**src/rtl/red_pkg.sv**
```systemverilog
// red_pkg: shared state encoding and sizing constants for the RED sequencer
package red_pkg;
  typedef enum logic [1:0] {RED_IDLE, RED_L1, RED_L2, RED_L3} red_state_t;
  localparam int RED_RES_W = 7;
  localparam int RED_NIBBLES = 8;
endpackage

```
**src/rtl/red_seq_ctrl_if.sv**
```systemverilog
// red_seq_ctrl_if: request/operand/result bundle between decode/hazard logic and the sequencer
interface red_seq_ctrl_if;
  logic start;
  logic stall;
  logic [15:0] A;
  logic [15:0] B;
  logic busy;
  logic done;
  logic [15:0] S;
  modport master (output start, stall, A, B, input busy, done, S);
  modport slave (input start, stall, A, B, output busy, done, S);
endinterface

```
**src/rtl/red_pair_adder.sv**
```systemverilog
// red_pair_adder: 8-bit adder built from two chained 4-bit carry-lookahead blocks
module red_pair_adder (
  input  logic [7:0] a,
  input  logic [7:0] b,
  output logic [8:0] s
);
  logic [2:0] carry;
  assign carry[0] = 1'b0;
  assign s[8] = carry[2];
  for (genvar i = 0; i < 2; i++) begin : cla
    logic [3:0] g, p, c;
    assign g = a[4*i +: 4] & b[4*i +: 4];
    assign p = a[4*i +: 4] ^ b[4*i +: 4];
    assign c[0] = carry[i];
    assign c[1] = g[0] | (p[0] & c[0]);
    assign c[2] = g[1] | (p[1] & g[0]) | (p[1] & p[0] & c[0]);
    assign c[3] = g[2] | (p[2] & g[1]) | (p[2] & p[1] & g[0]) | (p[2] & p[1] & p[0] & c[0]);
    assign carry[i+1] = g[3] | (p[3] & g[2]) | (p[3] & p[2] & g[1]) | (p[3] & p[2] & p[1] & g[0])
                        | (p[3] & p[2] & p[1] & p[0] & c[0]);
    assign s[4*i +: 4] = p ^ c;
  end
endmodule

```
**src/rtl/red_seq_ctrl.sv**
```systemverilog
// red_seq_ctrl: nibble-sum reduction of A and B over 7 steps on one shared pair adder
module red_seq_ctrl
  import red_pkg::*;
(
  input logic clk,
  input logic rst,
  red_seq_ctrl_if.slave bus
);
  red_state_t state;
  logic [1:0] step;
  logic [15:0] op_a, op_b;
  logic [4:0] p [4];
  logic [5:0] q [2];
  logic [7:0] add_a, add_b;
  logic [8:0] sum;
  logic unused_carry;
  // Adder operands: nibble pairs in L1 (nibble 0 is the top nibble), p pairs in L2, q pair in L3
  assign add_a = state == RED_L1 ? {4'b0, op_a[{~step, 2'b00} +: 4]} :
                 state == RED_L2 ? {3'b0, p[{step[0], 1'b0}]} :
                 state == RED_L3 ? {2'b0, q[0]} : 8'h00;
  assign add_b = state == RED_L1 ? {4'b0, op_b[{~step, 2'b00} +: 4]} :
                 state == RED_L2 ? {3'b0, p[{step[0], 1'b1}]} :
                 state == RED_L3 ? {2'b0, q[1]} : 8'h00;
  assign unused_carry = ^sum[8:7];
  red_pair_adder u_add (.a(add_a), .b(add_b), .s(sum));
  // Sequencer: everything freezes under stall, so a pending done pulse is stretched rather than lost
  always_ff @(posedge clk) begin
    if (rst) begin
      state <= RED_IDLE;
      step <= 2'd0;
      op_a <= '0;
      op_b <= '0;
      p <= '{default: '0};
      q <= '{default: '0};
      bus.busy <= 1'b0;
      bus.done <= 1'b0;
      bus.S <= '0;
    end else if (!bus.stall) begin
      bus.done <= 1'b0;
      case (state)
        RED_IDLE: if (bus.start) begin
          op_a <= bus.A;
          op_b <= bus.B;
          step <= 2'd0;
          bus.busy <= 1'b1;
          state <= RED_L1;
        end
        RED_L1: begin
          p[step] <= sum[4:0];
          step <= step + 2'd1;
          state <= step == 2'd3 ? RED_L2 : RED_L1;
        end
        RED_L2: begin
          q[step[0]] <= sum[5:0];
          step <= step[0] ? 2'd0 : 2'd1;
          state <= step[0] ? RED_L3 : RED_L2;
        end
        RED_L3: begin
          bus.S <= {{(16-RED_RES_W){1'b0}}, sum[RED_RES_W-1:0]};
          bus.done <= 1'b1;
          bus.busy <= 1'b0;
          state <= RED_IDLE;
        end
        default: state <= RED_IDLE;
      endcase
    end
  end
endmodule

```
**src/flat_wrapper.sv**
```systemverilog
// flat-port wrapper written by rule: the top's interface ports become plain ports
module red_seq_ctrl_flat import red_pkg::*;
  (clk, rst, bus_start, bus_stall, bus_A, bus_B, bus_busy, bus_done, bus_S);
  red_seq_ctrl_if bus_i ();
  input logic clk;
  input logic rst;
  input wire logic [$bits(bus_i.start)-1:0] bus_start;
  input wire logic [$bits(bus_i.stall)-1:0] bus_stall;
  input wire logic [$bits(bus_i.A)-1:0] bus_A;
  input wire logic [$bits(bus_i.B)-1:0] bus_B;
  output wire logic [$bits(bus_i.busy)-1:0] bus_busy;
  output wire logic [$bits(bus_i.done)-1:0] bus_done;
  output wire logic [$bits(bus_i.S)-1:0] bus_S;
  assign bus_i.start = bus_start;
  assign bus_i.stall = bus_stall;
  assign bus_i.A = bus_A;
  assign bus_i.B = bus_B;
  assign bus_busy = bus_i.busy;
  assign bus_done = bus_i.done;
  assign bus_S = bus_i.S;
  red_seq_ctrl u_core (.clk(clk), .rst(rst), .bus(bus_i));
endmodule
```
**config.mk**
```make
export PLATFORM = sky130hd
export DESIGN_NAME = red_seq_ctrl_flat
export DESIGN_NICKNAME = d
export VERILOG_FILES = /design/src/rtl/red_pkg.sv /design/src/rtl/red_seq_ctrl_if.sv /design/src/rtl/red_pair_adder.sv /design/src/rtl/red_seq_ctrl.sv /design/src/flat_wrapper.sv
export SDC_FILE = /design/constraint.sdc
export NUM_CORES = 1
export LEC_CHECK = 0
export CORE_MARGIN = 2
export CORE_UTILIZATION = 58
export DETAILED_ROUTE_END_ITERATION = 16
export PLACE_DENSITY = 0.84
export SYNTH_ARGS = -nofsm -noshare
export SYNTH_HDL_FRONTEND = slang
export SYNTH_SLANG_ARGS = --single-unit
```
**constraint.sdc**
```tcl
create_clock -name clk -period 5.9 [get_ports clk]
set_input_delay 0.885 -clock clk [delete_from_list [all_inputs] [get_ports clk]]
set_output_delay 0.885 -clock clk [all_outputs]
set_load 0.01 [all_outputs]
```
# After elaboration in Yosys (flattened, before gate mapping)
# Index checks and enable logic that the tools add are counted.
op_classes:
  addsub: 1
  multipliers: 0
  n_div: 0
  n_lt_le_gt_ge: 6
  eq_ne: 5
  n_shift: 2
  muxes: 28
  n_bitwise: 34
  reduce_logical: 12
ops:
  columns: ["op", "count"]
  rows:
  - ["16-bit by 5-bit variable part select with 4-bit output", 2]
  - ["7-bit 2-to-1 mux", 4]
  - ["5-bit 2-to-1 mux", 5]
  - ["5-bit binary-select mux with 2-bit select", 2]
  - ["20-bit bitwise mux", 1]
  - ["6-bit 2-to-1 mux", 3]
  - ["1-bit AND", 13]
  - ["12-bit bitwise mux", 1]
  - ["5-bit demux with 2-bit select", 1]
  - ["3-bit greater-or-equal comparator (second input constant)", 3]
  - ["2-bit inverter with 3-bit output", 3]
  - ["1-bit OR", 9]
  - ["3-bit AND reduction", 3]
  - ["2-bit case mux with 4 select lines", 1]
  - ["2-bit AND reduction", 4]
  - ["4-bit XOR", 2]
  - ["6-bit demux with 1-bit select", 1]
  - ["2-bit equality test (second input constant)", 3]
  - ["2-bit 2-to-1 mux", 3]
  - ["2-bit case mux with 3 select lines", 1]
  - ["3-bit XOR", 2]
  - ["4-bit AND", 1]
  - ["1-bit 2-to-1 mux", 4]
  - ["3-bit AND", 1]
  - ["other kinds (14)", 15]
word_totals:
  register_bits: 77
  latchBits: 0
  ramBits: 0
  mem_bits_ro: 0
  in_bits: 36
  out_inout_bits: 18
  wordCells: 101
  mem_count: 0

# Logic depth before layout (Yosys ltp)
logic_depth:
  depth_word: 15
  depth_mapped: 15
  mapped_depth_nobuf: 14

# By module
# Synthesis repeated with hierarchy kept, for this count alone.
unflattened:
  hier_cells: 422
  hier_area_um2: 3866.2
modules_own_cells:
  columns: ["module", "n_inst", "cells_each", "area_per_inst_um2", "seq_area_each_um2"]
  rows:
  - ["red_seq_ctrl", 1, 390, 3568.4, 1541.5]
  - ["red_pair_adder", 1, 32, 297.8, 0.0]

# Worst setup path before layout
# No wires, ideal clock.
synth_timing:
  kind: "register -> register"
  start: "register u_core.state[0]"
  end: "register u_core.q[5] (netlist bit)"
  setup_time_ps: 70
  arrival_time_ps: 3033
  required_time_ps: 5830
  setup_slack_ps: 2797
  stages_incl_launch_ff: 16
  path_buffers: 1
  synth_period_minus_slack_ps: 3103
  path_cell_list: "dfxtp_1 -> inv_1 -> ha_1 -> inv_1 -> clkbuf_1 -> nor2_1 -> a311oi_1 -> a21oi_1 -> ha_1 -> a21oi_1 -> a21boi_1 -> nor2_1 -> fa_1 -> xnor2_1 -> nand2_1 -> a21oi_1"
synth_via:
  elab_chain_cells: 13
  word_cells_on_any_way: 26
  classes_between: "3 x eq/ne; 7 x mux; 15 x bitwise; 1 x reduce/logical"
synth_rtl:
  columns: ["item", "line_no", "text"]
  rows:
  - ["start, declared", "red_seq_ctrl.sv:9", "red_state_t state;"]
  - ["start signal, assigned", "red_seq_ctrl.sv:51", "state <= step == 2'd3 ? RED_L2 : RED_L1;"]
  - ["start signal, assigned", "red_seq_ctrl.sv:56", "state <= step[0] ? RED_L3 : RED_L2;"]
  - ["2-bit equality test", "red_seq_ctrl.sv:20, red_seq_ctrl.sv:23", null]
  - ["6-bit 2-to-1 mux (on tied branches)", "red_seq_ctrl.sv:20, red_seq_ctrl.sv:23", null]
  - ["7-bit 2-to-1 mux (on tied branches)", "red_seq_ctrl.sv:19, red_seq_ctrl.sv:22", null]
  - ["7-bit 2-to-1 mux (on tied branches)", "red_seq_ctrl.sv:18, red_seq_ctrl.sv:21", null]
  - ["4-bit XOR / 4-bit AND (equally long branches)", "red_pair_adder.sv:13, red_pair_adder.sv:12", null]
  - ["1-bit AND (on tied branches)", null, null]
  - ["1-bit OR, or another cell as far along", "red_pair_adder.sv:18", "assign carry[i+1] = g[3] | (p[3] & g[2]) | (p[3] & p[2] & g[1]) | (p[3] & p[2] & p[1] & g[0])"]
  - ["1-bit OR / 1-bit AND (equally long branches)", "red_pair_adder.sv:18", null]
  - ["1-bit OR", "red_pair_adder.sv:18", null]
  - ["1-bit AND", "red_pair_adder.sv:15", "assign c[1] = g[0] | (p[0] & c[0]);"]
  - ["1-bit OR", "red_pair_adder.sv:15", null]
  - ["3-bit XOR", "red_pair_adder.sv:20", "assign s[4*i +: 4] = p ^ c;"]
  - ["12-bit bitwise mux", "red_seq_ctrl.sv:54", "q[step[0]] <= sum[5:0];"]
  - ["end signal, assigned by index", "red_seq_ctrl.sv:54", null]
  - ["end, declared", "red_seq_ctrl.sv:13", "logic [5:0] q [2];"]
# Parallel ways exist; a longest one is shown, timed or not.
# A chain may end at the register's enable or synchronous reset.

# Worst setup path in the final report
# Ends and elaborated chain as after synthesis.

==> impl_metrics.env <==
export IMPL_synth_ff_type="dfxtp_1"
export IMPL_gp_congestion=0.8592
export IMPL_comb_power_share_pct=10.4
export IMPL_hold_end="u_core.q[5]"
export IMPL_cts_clk_slew_worst_paths_ps=80
export IMPL_cts_hold_buf=0
export IMPL_place_area_sq_um=4079
export IMPL_fin_area_sq_um=4338
export IMPL_grt_max_degree=78
export IMPL_grt_overflow=0
export IMPL_crit_type="register to register"
export IMPL_ir_drop_uv=228.9
export IMPL_wl_per_cell_microns=15.05
export IMPL_clock_latency_ps=350
export IMPL_worst_path_buf_inv=2
export IMPL_crit_cells=14
export IMPL_end_kind="register"
export IMPL_wl_mm=8.279
export IMPL_r2r_slack_ps=2120
export IMPL_final_common_cell="nand2_1"
export IMPL_setup_tns_ps=0
export IMPL_die_w_microns=83.96
export IMPL_cp_required_ps=6180
export IMPL_maxCapViolations=0
export IMPL_r2r_start="u_core.state[0]"
export IMPL_cts_resized=0
export IMPL_async_flop_share_pct=0
export IMPL_powerDensity_nw_per_um2=270.3
export IMPL_p_clk_share_pct=43.3
export IMPL_cpMaxStageDelayCell="inv_1"
export IMPL_drc=0
export IMPL_critPathMaxStageDelay_ps=500
export IMPL_fmax_ghz=0.2644
export IMPL_antenna_found_initial=0
export IMPL_core_sq_um=6277
export IMPL_via_per_inst=5.575
export IMPL_initial_utilization_pct=59.08
export IMPL_hold_violations=0
export IMPL_final_cells=550
export IMPL_grt_pass1_vias=2943
export IMPL_root_buffer="clkbuf_8"
export IMPL_cts_tree="built"
export IMPL_finalPower_mw=1.172
export IMPL_yosysWarnings=0
export IMPL_fin_util_pct=69.11
export IMPL_worst_ep_arrival_time_ps=4060
export IMPL_synthToLayoutAreaGrowth_pct=16.97
export IMPL_fin_nets=521
export IMPL_dp_cells=534
export IMPL_min_period_ps=3782
export IMPL_place_hpwl_mm=5.723
export IMPL_cp_start_kind="register"
export IMPL_pwr_share_seq_pct=46.3
export IMPL_drv_slew=0
export IMPL_swShare_pct=23.12
export IMPL_reg2reg_depth=14
export IMPL_synth_cell_type_count=43
export IMPL_ff_latch_area_sq_um=1541
export IMPL_slew_headroom_pct=22.35
export IMPL_rsz0062_at_grt="false"
export IMPL_num_vias=3066
export IMPL_ys_ff_latch=77
export IMPL_htreeDepth=3
export IMPL_status="finished clean"
export IMPL_cp_max_fo=23
export IMPL_nFillCells=487
export IMPL_synth_edf_count=0
export IMPL_io_buffers=44
export IMPL_multi_input_area_sq_um=1938
export IMPL_cts_made_buffers=9
export IMPL_fin_worst_skew_ps=6.815
export IMPL_worstHoldPathCells=2
export IMPL_setup_violations=0
export IMPL_holdCritStartpoint="u_core.q[5]"
export IMPL_first_pass_iters=4
export IMPL_ys_seq_area_share_pct=41.57
export IMPL_grt_pass1_wl_mm=13.66
export IMPL_hold_class="register to register"
export IMPL_clockBufferDepth=2
export IMPL_path_cells="inv_1 -> ha_1 -> inv_1 -> nor2_1 -> a311oi_1 -> a21oi_1 -> ha_1 -> nand3_1 -> a21boi_1 -> nor2_1 -> fa_1 -> xnor2_1 -> nand2_1 -> a21oi_1"
export IMPL_synth_area_per_cell_sq_um=8.353
export IMPL_grt_use_total_pct=24.39
export IMPL_layout_common_cells="104 x nand2_1, 77 x dfxtp_1, 65 x a21oi_1"
export IMPL_cpLargestDelayFamily="compound AO/OA/AOI/OAI gates"
export IMPL_pin_count=54
export IMPL_die_h_microns=83.96
export IMPL_layout_drive_gt1_share_pct=6.977
export IMPL_rr_endpoint="u_core.q[5]"
export IMPL_worstMarginPinSlew_ps=1163
export IMPL_detail_route_antenna_nets=0
export IMPL_clock_sinks=77
export IMPL_n_antenna_cell=0
export IMPL_netlist_area_sq_um=3709
export IMPL_switchingPower_uw=271.0
export IMPL_dieArea_sq_um=7049
export IMPL_internal_power_uw=901.4
export IMPL_post_cts_buffers=0
export IMPL_netlist_instances=444
export IMPL_initialDrtViolationCount=185
export IMPL_post_route_period_util_pct=64.11
export IMPL_cellLeakagePower_nw=1.473
export IMPL_rows=29
==> worst min-delay path, stage by stage, from the launching register on <==
cell     delay [ps]
dfxtp_1         310
nand2_1          50
a21oi_1          50
==> final cells by class <==
| type | count | area share [%] |
|---|---|---|
| well taps | 77 | 2.221 |
| repair buffers | 46 | 10.38 |
| multi-input cells | 320 | 44.68 |
| inverters | 14 | 1.211 |
| flip-flops and latches | 77 | 35.54 |
| clock inverters | 3 | 2.077 |
| clock buffers | 13 | 3.894 |
==> routing by layer <==
metal	GRT usage, %	share of wire [%]
met5	0	0
met4	12.02	3.4
met3	4.847	4.5
met2	40.58	49
met1	30.16	43
==> power groups by stage <==
stage / clock network [mW] / registers, mW / logic (mW)
finish: 0.508 / 0.542 / 0.122
global route: 0.533 / 0.544 / 0.133
CTS: 0.509 / 0.542 / 0.120
detailed placement: 0 / 0.554 / 0.120
global placement: 0 / 0.554 / 0.118
floorplan: 0 / 0.551 / 0.0806
==> logic make-up (layout without fill, tap and decap cells) <==
logic type	count (synthesis)	count (layout)	synth area share (%)
xor gates and xnor gates	2	2	0.4724
DFF	77	77	41.57
AOI/OAI and AO/OA	98	98	15.65
muxes	23	23	8.940
other	1	9	0.1011
adders and majority gates	17	17	6.140
and+or+nand+nor	171	171	20.07
buffers and inverters	55	76	7.051
==> synthesized netlist by cell type (6+ instances only) <==
| cell | instances | area, sq um |
|---|---|---|
| nand2_1 | 104 | 390.4 |
| or3_1 | 6 | 37.54 |
| clkbuf_1 | 23 | 86.33 |
| mux4_2 | 8 | 180.2 |
| a21oi_1 | 65 | 325.3 |
| ha_1 | 15 | 187.7 |
| a311oi_1 | 8 | 70.07 |
| a211oi_1 | 17 | 127.6 |
| nor2_1 | 32 | 120.1 |
| inv_1 | 13 | 48.80 |
| buf_4 | 11 | 82.58 |
| mux2i_1 | 14 | 140.1 |
| dfxtp_1 | 77 | 1541 |
==> per-stage QoR <==
stage	hold slack, ps	worst slack [ps]
floorplan	432.1	2797
global placement	439.0	2286
detailed placement	443.6	2158
CTS	454.1	2138
global route	475.0	1722
finish	451.9	2118
==> state kept, by name, summed over array words and instances, names as in the netlist, named ones only <==
signal,cells
u_core.op_b,16
u_core.bus.S,7
u_core.q,12
u_core.state,1
u_core.bus.busy,1
u_core.op_a,16
u_core.p,20
u_core.bus.done,1
u_core.step,2
==> worst max path at each step <==
| stage | startpoint | to | slack [ps] |
|---|---|---|---|
| floorplan | u_core.state[0] | u_core.q[5] | 2800 |
| global placement | u_core.step[0] | u_core.q[5] | 2290 |
| detailed placement | u_core.step[0] | u_core.q[5] | 2160 |
| CTS | u_core.step[0] | u_core.q[5] | 2140 |
| global route | u_core.state[0] | u_core.q[5] | 1720 |
| finish | u_core.state[0] | u_core.q[5] | 2120 |
Power figures use the tool's default switching activity.
